$ cat src/rtl/mem_port_arbiter.sv
`default_nettype none
// ============================================================================
// Module   : mem_port_arbiter
// Brief    : Arbitrates a fetch port and a data port onto one variable-latency
//            memory port with one transaction outstanding. Data wins over
//            fetch. Defining ARB_STARVE_GUARD_EN adds a defer counter that
//            forces a fetch grant after MAX_DEFER consecutive deferrals.
// Revision : 1.0 - initial release
// ============================================================================
module mem_port_arbiter #(
    parameter int MAX_DEFER = 4
) (
    input  logic        clk,
    input  logic        rst,
    input  logic        i_req,
    input  logic [31:0] i_addr,
    output logic [31:0] i_rdata,
    output logic        i_done,
    input  logic        d_req,
    input  logic        d_we,
    input  logic [1:0]  d_op,
    input  logic [31:0] d_addr,
    input  logic [31:0] d_wdata,
    output logic [31:0] d_rdata,
    output logic        d_done,
    output logic        m_req,
    output logic        m_we,
    output logic [1:0]  m_op,
    output logic [31:0] m_addr,
    output logic [31:0] m_wdata,
    input  logic [31:0] m_rdata,
    input  logic        m_ack,
    output logic        i_stall,
    output logic        d_stall
);
    typedef enum logic [1:0] {
        IDLE   = 2'd0,
        BUSY_I = 2'd1,
        BUSY_D = 2'd2,
        RESP   = 2'd3
    } state_t;

    state_t      state_q, state_d;
    logic        m_req_q, m_req_d;
    logic        m_we_q, m_we_d;
    logic [1:0]  m_op_q, m_op_d;
    logic [31:0] m_addr_q, m_addr_d;
    logic [31:0] m_wdata_q, m_wdata_d;
    logic [31:0] i_rdata_q, i_rdata_d;
    logic [31:0] d_rdata_q, d_rdata_d;
    logic        i_done_q, i_done_d;
    logic        d_done_q, d_done_d;

    logic        w_force_i;
    logic        w_grant_i;
    logic        w_grant_d;

`ifdef ARB_STARVE_GUARD_EN
    localparam logic [2:0] c_max_defer = 3'(MAX_DEFER);

    logic [2:0] defer_q, defer_d;

    // Fetch wins a collision once it has been passed over MAX_DEFER times in a row.
    assign w_force_i = i_req && d_req && (defer_q == c_max_defer);

    always_comb begin
        defer_d = defer_q;
        if (w_grant_d) begin
            defer_d = i_req ? (defer_q + 3'd1) : 3'd0;
        end else if (w_grant_i) begin
            defer_d = 3'd0;
        end
    end

    always_ff @(posedge clk or negedge rst) begin
        if (!rst) begin
            defer_q <= 3'd0;
        end else begin
            defer_q <= defer_d;
        end
    end
`else
    logic unused_max_defer;

    assign w_force_i        = 1'b0;
    assign unused_max_defer = |MAX_DEFER;
`endif

    assign w_grant_d = (state_q == IDLE) && d_req && !w_force_i;
    assign w_grant_i = (state_q == IDLE) && i_req && (!d_req || w_force_i);

    always_comb begin
        state_d   = state_q;
        m_req_d   = m_req_q;
        m_we_d    = m_we_q;
        m_op_d    = m_op_q;
        m_addr_d  = m_addr_q;
        m_wdata_d = m_wdata_q;
        i_rdata_d = i_rdata_q;
        d_rdata_d = d_rdata_q;
        i_done_d  = 1'b0;
        d_done_d  = 1'b0;

        case (state_q)
            IDLE: begin
                if (w_grant_d) begin
                    state_d   = BUSY_D;
                    m_req_d   = 1'b1;
                    m_we_d    = d_we;
                    m_op_d    = d_op;
                    m_addr_d  = d_addr;
                    m_wdata_d = d_wdata;
                end else if (w_grant_i) begin
                    state_d   = BUSY_I;
                    m_req_d   = 1'b1;
                    m_we_d    = 1'b0;
                    m_op_d    = 2'd0;
                    m_addr_d  = i_addr;
                    m_wdata_d = 32'd0;
                end
            end
            BUSY_I: begin
                if (m_ack) begin
                    state_d   = RESP;
                    m_req_d   = 1'b0;
                    i_rdata_d = m_rdata;
                    i_done_d  = 1'b1;
                end
            end
            BUSY_D: begin
                if (m_ack) begin
                    state_d   = RESP;
                    m_req_d   = 1'b0;
                    d_rdata_d = m_rdata;
                    d_done_d  = 1'b1;
                end
            end
            RESP: begin
                state_d = IDLE;
            end
            default: begin
                state_d = IDLE;
                m_req_d = 1'b0;
            end
        endcase
    end

    always_ff @(posedge clk or negedge rst) begin
        if (!rst) begin
            state_q   <= IDLE;
            m_req_q   <= 1'b0;
            m_we_q    <= 1'b0;
            m_op_q    <= 2'd0;
            m_addr_q  <= 32'd0;
            m_wdata_q <= 32'd0;
            i_rdata_q <= 32'd0;
            d_rdata_q <= 32'd0;
            i_done_q  <= 1'b0;
            d_done_q  <= 1'b0;
        end else begin
            state_q   <= state_d;
            m_req_q   <= m_req_d;
            m_we_q    <= m_we_d;
            m_op_q    <= m_op_d;
            m_addr_q  <= m_addr_d;
            m_wdata_q <= m_wdata_d;
            i_rdata_q <= i_rdata_d;
            d_rdata_q <= d_rdata_d;
            i_done_q  <= i_done_d;
            d_done_q  <= d_done_d;
        end
    end

    assign m_req   = m_req_q;
    assign m_we    = m_we_q;
    assign m_op    = m_op_q;
    assign m_addr  = m_addr_q;
    assign m_wdata = m_wdata_q;
    assign i_rdata = i_rdata_q;
    assign d_rdata = d_rdata_q;
    assign i_done  = i_done_q;
    assign d_done  = d_done_q;
    assign i_stall = i_req & ~i_done_q;
    assign d_stall = d_req & ~d_done_q;

endmodule
`default_nettype wire
$ cat config.mk
export PLATFORM = sky130hd
export DESIGN_NAME = mem_port_arbiter
export DESIGN_NICKNAME = d
export VERILOG_FILES = /design/src/rtl/mem_port_arbiter.sv
export SDC_FILE = /design/constraint.sdc
export NUM_CORES = 1
export LEC_CHECK = 0
export ABC_AREA = 1
export CAP_MARGIN = 5
export CORE_MARGIN = 2
export CORE_UTILIZATION = 42
export CTS_BUF_LIST = sky130_fd_sc_hd__clkbuf_8
export DETAILED_ROUTE_END_ITERATION = 8
export GPL_TIMING_DRIVEN = 0
export PLACE_DENSITY_LB_ADDON = 0.2
export SLEW_MARGIN = 10
export SYNTH_ARGS = -nofsm -noshare
export SYNTH_HDL_FRONTEND = slang
export SYNTH_SLANG_ARGS = --single-unit
$ cat constraint.sdc
create_clock -name clk -period 1.69 [get_ports clk]
set_input_delay 0.4225 -clock clk [delete_from_list [all_inputs] [get_ports clk]]
set_output_delay 0.4225 -clock clk [all_outputs]
set_load 0.01 [all_outputs]
## After elaboration in Yosys (flattened, before gate mapping)

Cells that the tools add are included.

| cells by class | value |
|---|---|
| eq/ne operators | 5 |
| muxes and demuxes | 19 |
| bitwise logic cells | 4 |
| reductions and logical operators | 13 |

Operators by type and width:

| kind | count |
|---|---|
| two-way mux 32 bit | 4 |
| two-way mux 2 bit | 5 |
| two-way mux 1 bit | 8 |
| AND reduction 2 bit | 4 |
| case mux 2 bit (3 select lines) | 1 |
| equality test 2 bit, second input constant | 2 |
| nonzero test 2 bit | 2 |
| logical AND 1 bit | 3 |
| != test 3 bit, second input constant | 1 |
| AND reduction 3 bit | 1 |
| AND 1 bit | 2 |
| equality test 2 x 1 -> 1 bit, second input constant | 1 |
| zero test 2 bit | 1 |
| != test 2 x 1 -> 1 bit, second input constant | 1 |
| inverter 1 bit | 2 |
| case mux 1 bit (2 select lines) | 1 |
| OR reduction 2 bit | 1 |
| zero test 1 bit | 1 |

| word-level totals | value |
|---|---|
| flip-flop bits (word level) | 136 |
| logic and storage cells | 51 |

## Logic depth before layout (Yosys ltp)

Gate-level depths: netlist (run 1).

| depth | value |
|---|---|
| word-level depth | 6 |
| mapped depth | 9 |

## Worst setup path before layout (run 1)

No wires, ideal clock.

| timing path | value |
|---|---|
| path type | flip-flop to flip-flop |
| start point | register state_q[0] |
| end point | register m_wdata_q[10], in the netlist m_wdata[10] |
| stages on the path, launching flop included | 10 |
| data required time | 1,573 ps |
| period minus slack after synthesis | 1,414 ps |
| data arrival time | 1,297 ps |
| library setup time | 117 ps |
| slack | 276 ps |
| buffers on the path | 2 |
| cell sequence | dfrtp_1 > inv_1 > ha_1 > nand2_2 > nand2_2 > inv_2 > buf_6 > buf_2 > nand2_1 > nand2_1 |

| on the way | value |
|---|---|
| cells in the longest elaborated chain, start to end | 5 |
| elaborated cells between the ends (all ways) | 7 |
| those cells by class | mux (1); reduce/logical (6) |

Ends and longest elaborated chain:

| what | RTL line | source |
|---|---|---|
| start: declaration | 43 | `state_t state_q, state_d;` |
| start signal: assignment | 161 | `state_q <= state_d;` |
| zero test 2 bit * | 89, 90, 104 |  |
| logical AND 1 bit (2 in a row) | 90 | `assign w_grant_i = (state_q == IDLE) && i_req && (!d_req \|\| w_force_i);` |
| nonzero test 2 bit (no line) | n/a |  |
| AND reduction 2 bit (no line) | n/a |  |
| end signal: assignment | 166 | `m_wdata_q <= m_wdata_d;` |
| end: declaration | 48 | `logic [31:0] m_wdata_q, m_wdata_d;` |

Mark *: on every way between the ends. The rest lies on a longest branch, timed or not.
A chain may end at the register's enable or synchronous reset.

## Final worst setup path (run 1)

| timing path | value |
|---|---|
| start point | register i_done_q, in the netlist i_done |
| end point | output i_stall |

| on the way | value |
|---|---|
| cells in the longest elaborated chain, start to end | 2 |

Ends and longest elaborated chain:

| what | RTL line | source |
|---|---|---|
| start: declaration | 51 | `logic i_done_q, i_done_d;` |
| start signal: assignment | 169 | `i_done_q <= i_done_d;` |
| inverter 1 bit | 183 | `assign i_stall = i_req & ~i_done_q;` |
| AND 1 bit | 183 |  |
| end: declaration | 33 | `output logic i_stall,` |

Every way passes these cells.

==> results of run 1 <==
## timing repair
| action | CTS | global route |
|---|---|---|
| pin swaps | 0 | 0 |
| setup endpoints to repair | 163 | 88 |
| hold endpoints to repair | 66 | 0 |
| setup buffers | 0 | 0 |
| resized for setup | 147 | 28 |
| hold buffers | 1 | 0 |
## per-stage QoR
step	power, mW	setup slack, ps	setup TNS, ps
3_3_place_gp	12.9	-5210	-726310
2_1_floorplan	8.70	276	0
6_report	15.0	57.3	0
5_1_grt	16.0	2.52	0
4_1_cts	15.0	-3.40	-3.40
3_5_place_dp	13.0	-755	-22640
## flip-flops by register name, summed over array words and instances, names as in the netlist
register	count
d_done	1
state_q	2
m_wdata	32
i_rdata	32
d_rdata	32
m_addr	32
m_req	1
m_op	2
m_we	1
i_done	1
## cells in the final DEF (no fill, tap or decap)
cell / count
nand2_1: 247
dfrtp_1: 136
dlygate4sd2_1: 136
clkdlybuf4s50_1: 132
inv_1: 73
o21ai_0: 64
nand3_1: 39
o211ai_1: 32
clkbuf_8: 19
buf_2: 15
clkbuf_2: 13
clkbuf_1: 6
bufinv_16: 5
inv_2: 3
nor2_1: 3
ha_1: 3
clkinvlp_4: 3
nand2_4: 2
buf_6: 2
clkbuf_4: 2
clkinv_2: 2
clkinv_4: 2
buf_4: 1
ha_4: 1
dlygate4sd3_1: 1
buf_16: 1
clkdlybuf4s15_2: 1
## worst max-delay path by stage
stage,endpoint,slack (ps)
2_1_floorplan,m_wdata[10],280
3_3_place_gp,d_rdata[21],-5210
4_1_cts,d_stall,-3
6_report,i_stall,60
3_5_place_dp,d_stall,-750
5_1_grt,i_stall,3
## worst register-to-register path: cells and delay by family (launching register included)
kind	cells	cell delay (ps)
buffers and inverters	4	540
and+or+nand+nor	4	360
DFF	1	400
adders and majority gates	1	170
## cell type report
type | count | area (um^2) | area share (%)
flip-flops and latches | 136 | 3400 | 38.2
repair buffers | 273 | 2580 | 28.9
multi-input cells | 391 | 1780 | 19.9
inverters | 75 | 282 | 3.16
clock buffers | 18 | 248 | 2.78
well taps | 176 | 220 | 2.47
plain buffers | 38 | 205 | 2.30
clock inverters | 13 | 204 | 2.29
## cell families after synthesis
kind of cell | count (synthesis) | synth area share [%]
adders and majority gates | 4 | 0.891
DFF | 136 | 60.6
and+or+nand+nor | 291 | 20.4
buffers and inverters | 113 | 8.09
AOI/OAI and AO/OA | 96 | 9.98
## power by group
group	switching (mW)	total [mW]	leakage [nW]	internal [mW]
Combinational	3.57	6.39	2.95	2.82
Clock	1.28	3.06	0.222	1.78
Sequential	0.740	5.51	1.72	4.77
## routing by layer
metal	track usage, %	wire length [um]
met4	9.19	367
met1	28.1	6780
met2	38.6	7830
met5	0	0
met3	8.60	1520
==> impl_metrics.json, run 1 <==
{
  "placed_cells_incl_taps": 1088,
  "worst_ir_drop_vdd_v": 0.000834,
  "power_leakage_nw": 4.89,
  "cts_tree": "built",
  "synth.ff_latch_count": 136,
  "final_cell_count_no_fill": 1120,
  "critPathKind": "reg2out",
  "hold_viol_final": 0,
  "worst_setup_path_startpoint": "i_done",
  "dpl_wire_length_um": 12100,
  "synth.most_common_cell": "nand2_1",
  "cpPeakStageDelay_ps": 400,
  "dieWidth_um": 120,
  "run_status": "complete, no violations",
  "clock_tree.buffer_depth": 2,
  "floorplan.initialDensity_pct": 42.7,
  "dr.pass1.iters": 6,
  "hold_class": "in2reg",
  "share_of_the_clock_period_used_by_the_worst_path_after_layout_pct": 96.6,
  "num-fill-cells": 1127,
  "drc": 0,
  "worst_slew_margin_rel_pct": 57.4,
  "path_delay_family": "flip-flops",
  "dominantRegCellSynth": "dfrtp_1",
  "gpl.final_weighted_congestion": 0.774,
  "synth.avg_cell_area_um2": 8.77,
  "grt_use_total_pct": 23.5,
  "post-route-min-period_ps": 1630,
  "syn2layout_area_growth_pct": 58.9,
  "min_to": "m_addr[2]",
  "finalHoldWorstSlack_ps": 405,
  "syn-cell-area_um2": 5610,
  "avgRoutedWirePerCell_um": 14.7,
  "maximum_clock_frequency_mhz": 612,
  "vias": 5281,
  "synthArstFlopShare_pct": 100,
  "row_count": 42,
  "launching_point_of_the_worst_reg2reg_path": "state_q[1]",
  "crit_chain": "nor2_1 > dlygate4sd2_1",
  "clk-insertion-delay-late_ps": 450,
  "maxCapViolations": 0,
  "diodes": 0,
  "hold_path.startpoint": "d_req",
  "placed_area_um2": 8580,
  "grt.overflow.total": 0,
  "holdPathStages": 4,
  "ant_nets": 0,
  "setup_viol": 0,
  "routed_wl_um": 16500,
  "setup_repair_after_global_routing_missed_its_margin": "no",
  "drive_gt1_share_pct": 7.63,
  "postSynthNetCount": 780,
  "ios": 272,
  "layout.nets": 1072,
  "synth-seq-area-share_pct": 60.6,
  "cp_max_fo": 2,
  "report.final.slew_viol_count": 0,
  "reg2reg_to": "m_wdata[16]",
  "number_of_antenna_violations_at_the_first_check_in_global_routing": 0,
  "yosysWarningCount": 0,
  "timing.critical_path.required_ps": 1270,
  "synthDominantAreaCellType": "dfrtp_1",
  "cts.reportedPaths.clkPinSlew_ps": 80,
  "synth_enable_flop_cells": 0,
  "count_of_different_cell_masters_after_synthesis": 14,
  "cts_max_level": 4,
  "fin_skew_ps": 9.82,
  "reg2reg_setup_slack_ps": 120,
  "finish.instance_area_um2": 8920,
  "data_arrival_time_of_the_critical_path_ps": 1210,
  "clock-sinks": 136,
  "first_global_vias": 5124,
  "die_h_um": 120,
  "placeableCoreArea_um2": 13100,
  "die-area_um2": 14300,
  "post_synth_main_area_contributors": "dfrtp_1, nand2_1, o21ai_0, inv_1, o211ai_1",
  "cpMaxStageDelayCell": "dfrtp_1",
  "critPathLaunchType": "register",
  "post_drt_via_cell_ratio": 4.72,
  "synth.top_cell.area_share_pct": 60.6,
  "r2r_cells": 9,
  "crit_path_end_kind": "primary output",
  "synth_cells": 640,
  "portBuffers": 271,
  "clock-root-buffer": "clkbuf_8",
  "drt_first_iter_violations": 286,
  "grt_pass1_wl_um": 26000,
  "timing.critical_path.depth": 2,
  "fin_util_pct": 67.9,
  "worst_pin_slew_ps": 639,
  "netlist_top_cells_count": "nand2_1, dfrtp_1, inv_1, o21ai_0, nand3_1",
  "tritoncts.num_buffers": 17,
  "grt_max_degree": 71,
  "cellPowerDensity_nw_per_um2": 1680,
  "timing.critical_path.buf_inv": 1
}
Power figures use the tool's default switching activity.
==> inputs of run 2 (changes only) <==
- ABC_AREA: 1 -> 0
- CORE_UTILIZATION: 42 -> 41
==> impl_metrics.json, run 2 <==
{
  "hold_path.startpoint": "d_req",
  "critPathLaunchType": "register",
  "clock-sinks": 136,
  "layout.nets": 785,
  "data_arrival_time_of_the_critical_path_ps": 1900,
  "placed_cells_incl_taps": 796,
  "syn-cell-area_um2": 5370,
  "worst_ir_drop_vdd_v": 0.000919,
  "grt_pass1_wl_um": 24200,
  "share_of_the_clock_period_used_by_the_worst_path_after_layout_pct": 93.9,
  "maximum_clock_frequency_mhz": 630,
  "setup_viol": 0,
  "fin_skew_ps": 5.88,
  "syn2layout_area_growth_pct": 59.9,
  "gpl.final_weighted_congestion": 0.825,
  "synth_enable_flop_cells": 0,
  "synth-seq-area-share_pct": 63.4,
  "dieWidth_um": 118,
  "drc": 0,
  "die-area_um2": 14000,
  "clock-root-buffer": "clkbuf_8",
  "post_synth_main_area_contributors": "dfrtp_1, a22o_1, mux2_2, buf_6, buf_2",
  "count_of_different_cell_masters_after_synthesis": 19,
  "placeableCoreArea_um2": 12700,
  "grt.overflow.total": 0,
  "synth.ff_latch_count": 136,
  "hold_class": "in2reg",
  "reg2reg_to": "i_rdata[4]",
  "mostFrequentLayoutCells": "dfrtp_1, dlygate4sd2_1, clkdlybuf4s50_1",
  "cts.reportedPaths.clkPinSlew_ps": 80,
  "final_cell_count_no_fill": 831,
  "routed_wl_um": 15000,
  "postSynthNetCount": 493,
  "cellPowerDensity_nw_per_um2": 1680,
  "yosysWarningCount": 0,
  "tritoncts.num_buffers": 17,
  "maxCapViolations": 0,
  "hold_viol_final": 0,
  "holdPathStages": 3,
  "run_status": "complete, no violations",
  "grt_use_total_pct": 22.0,
  "synth.most_common_cell": "dfrtp_1",
  "number_of_antenna_violations_at_the_first_check_in_global_routing": 1,
  "ant_nets": 0,
  "cts_tree": "built",
  "avgRoutedWirePerCell_um": 18.1,
  "timing.critical_path.required_ps": 2010,
  "portBuffers": 270,
  "synthArstFlopShare_pct": 100,
  "drt_first_iter_violations": 162,
  "crit_path_end_kind": "register",
  "synthDominantAreaCellType": "dfrtp_1",
  "grt_max_degree": 70,
  "report.final.slew_viol_count": 0,
  "final_common_cell": "dfrtp_1",
  "vias": 4221,
  "row_count": 41,
  "ios": 272,
  "die_h_um": 118,
  "dominantRegCellSynth": "dfrtp_1",
  "drive_gt1_share_pct": 19.8,
  "synth.avg_cell_area_um2": 15.2,
  "synth_cells": 353,
  "netlist_top_cells_count": "dfrtp_1, a22o_1, mux2_2, buf_2, buf_6",
  "clk-insertion-delay-late_ps": 430,
  "clock_tree.buffer_depth": 2,
  "cts_max_level": 4,
  "r2r_cells": 5,
  "worst_slew_margin_rel_pct": 56.8,
  "floorplan.initialDensity_pct": 42.2,
  "post_drt_via_cell_ratio": 5.08,
  "dpl_wire_length_um": 11300,
  "worst_pin_slew_ps": 648,
  "post-route-min-period_ps": 1590,
  "dr.pass1.iters": 4,
  "reg2reg_setup_slack_ps": 100,
  "min_to": "m_addr[3]",
  "setup_tns_ps": 0,
  "power_leakage_nw": 4.09,
  "cp_max_fo": 10,
  "first_global_vias": 4517,
  "synth.top_cell.area_share_pct": 63.4,
  "critPathKind": "reg2reg",
  "finalHoldWorstSlack_ps": 436,
  "launching_point_of_the_worst_reg2reg_path": "state_q[1]"
}
[run 2: cell count changes after synthesis, moves of 3 or more]
cell,previous run,this run
a22o_1,0,99
buf_2,18,12
buf_6,1,9
clkbuf_1,17,6
inv_1,74,4
mux2_2,0,65
nand2_1,247,2
nand3_1,39,0
nor2b_1,0,3
o211ai_1,32,0
o21ai_0,64,0
[run 2: cell type report]
class,instances,area [um^2]
Fill cell,1012,4140
Sequential cell,136,3400
Timing Repair Buffer,273,2570
Multi-Input combinational cell,184,1760
Clock buffer,20,275
Buffer,29,224
Tap cell,172,215
Clock inverter,12,125
Inverter,4,15.0
Antenna cell,1,2.50
[run 2: worst max-delay path, stage by stage (launching register included)]
cell and delay, ps:
dfrtp_1 380, inv_2 70, ha_1 180, nand2_1 230
buf_4 260, mux2_2 360
[run 2: report_power, final]
part	internal, mW	switching (mW)	total [mW]
Sequential	4.78	0.719	5.50
Clock	1.42	1.23	2.65
Combinational	3.44	2.84	6.28
[run 2: metrics by stage]
step | total power, mW | setup slack, ps | instance area [um^2] | util [%]
after floorplan | 8.76 | 118 | 5370 | -
after global placement | 12.7 | -4940 | 8290 | 65.1
after detailed placement | 12.9 | -410 | 8320 | 65.4
after CTS | 14.6 | 3.23 | 8570 | 67.4
after global routing | 15.3 | -0.483 | 8590 | 67.5
final | 14.4 | 103 | 8590 | 67.5
[run 2: how the worst max path moves through the flow]
stage                  endpoint  startpoint  depth (start not counted)  slack [ps]
floorplan            state_q[0]  state_q[0]                          5         120
global placement     m_addr[11]         rst                          1       -4940
detailed placement      d_stall       d_req                          4        -410
CTS                 d_rdata[30]  state_q[0]                          5           3
global route        i_rdata[18]  state_q[1]                          5        -0.5
finish               i_rdata[4]  state_q[1]                          5         100
[run 2: repair_timing]
| action | in CTS | in global routing |
|---|---|---|
| setup buffers | 0 | 1 |
| gates resized for setup | 146 | 13 |
| setup endpoints to repair | 146 | 74 |
| hold endpoints to repair | 33 | 0 |
| hold buffers | 1 | 0 |
[run 2: cell families (layout without fill, tap and decap cells)]
family	Yosys count	after routing	share of synthesized area [%]
compound gates	104	104	16.8
fa+ha+maj	4	4	0.932
buf+inv	33	338	3.98
simple gates	9	9	0.909
flops	136	136	63.4
other cells	0	1	0
mux	67	67	14.0
[run 2: layer usage]
metal  up-vias  GRT usage (%)  wire (um)
met1      2086           27.0       6090
met2       185           36.1       7370
met4         0           9.08        390
met3        29           7.09       1160
li1       1921              -          -
met5         -              0          0
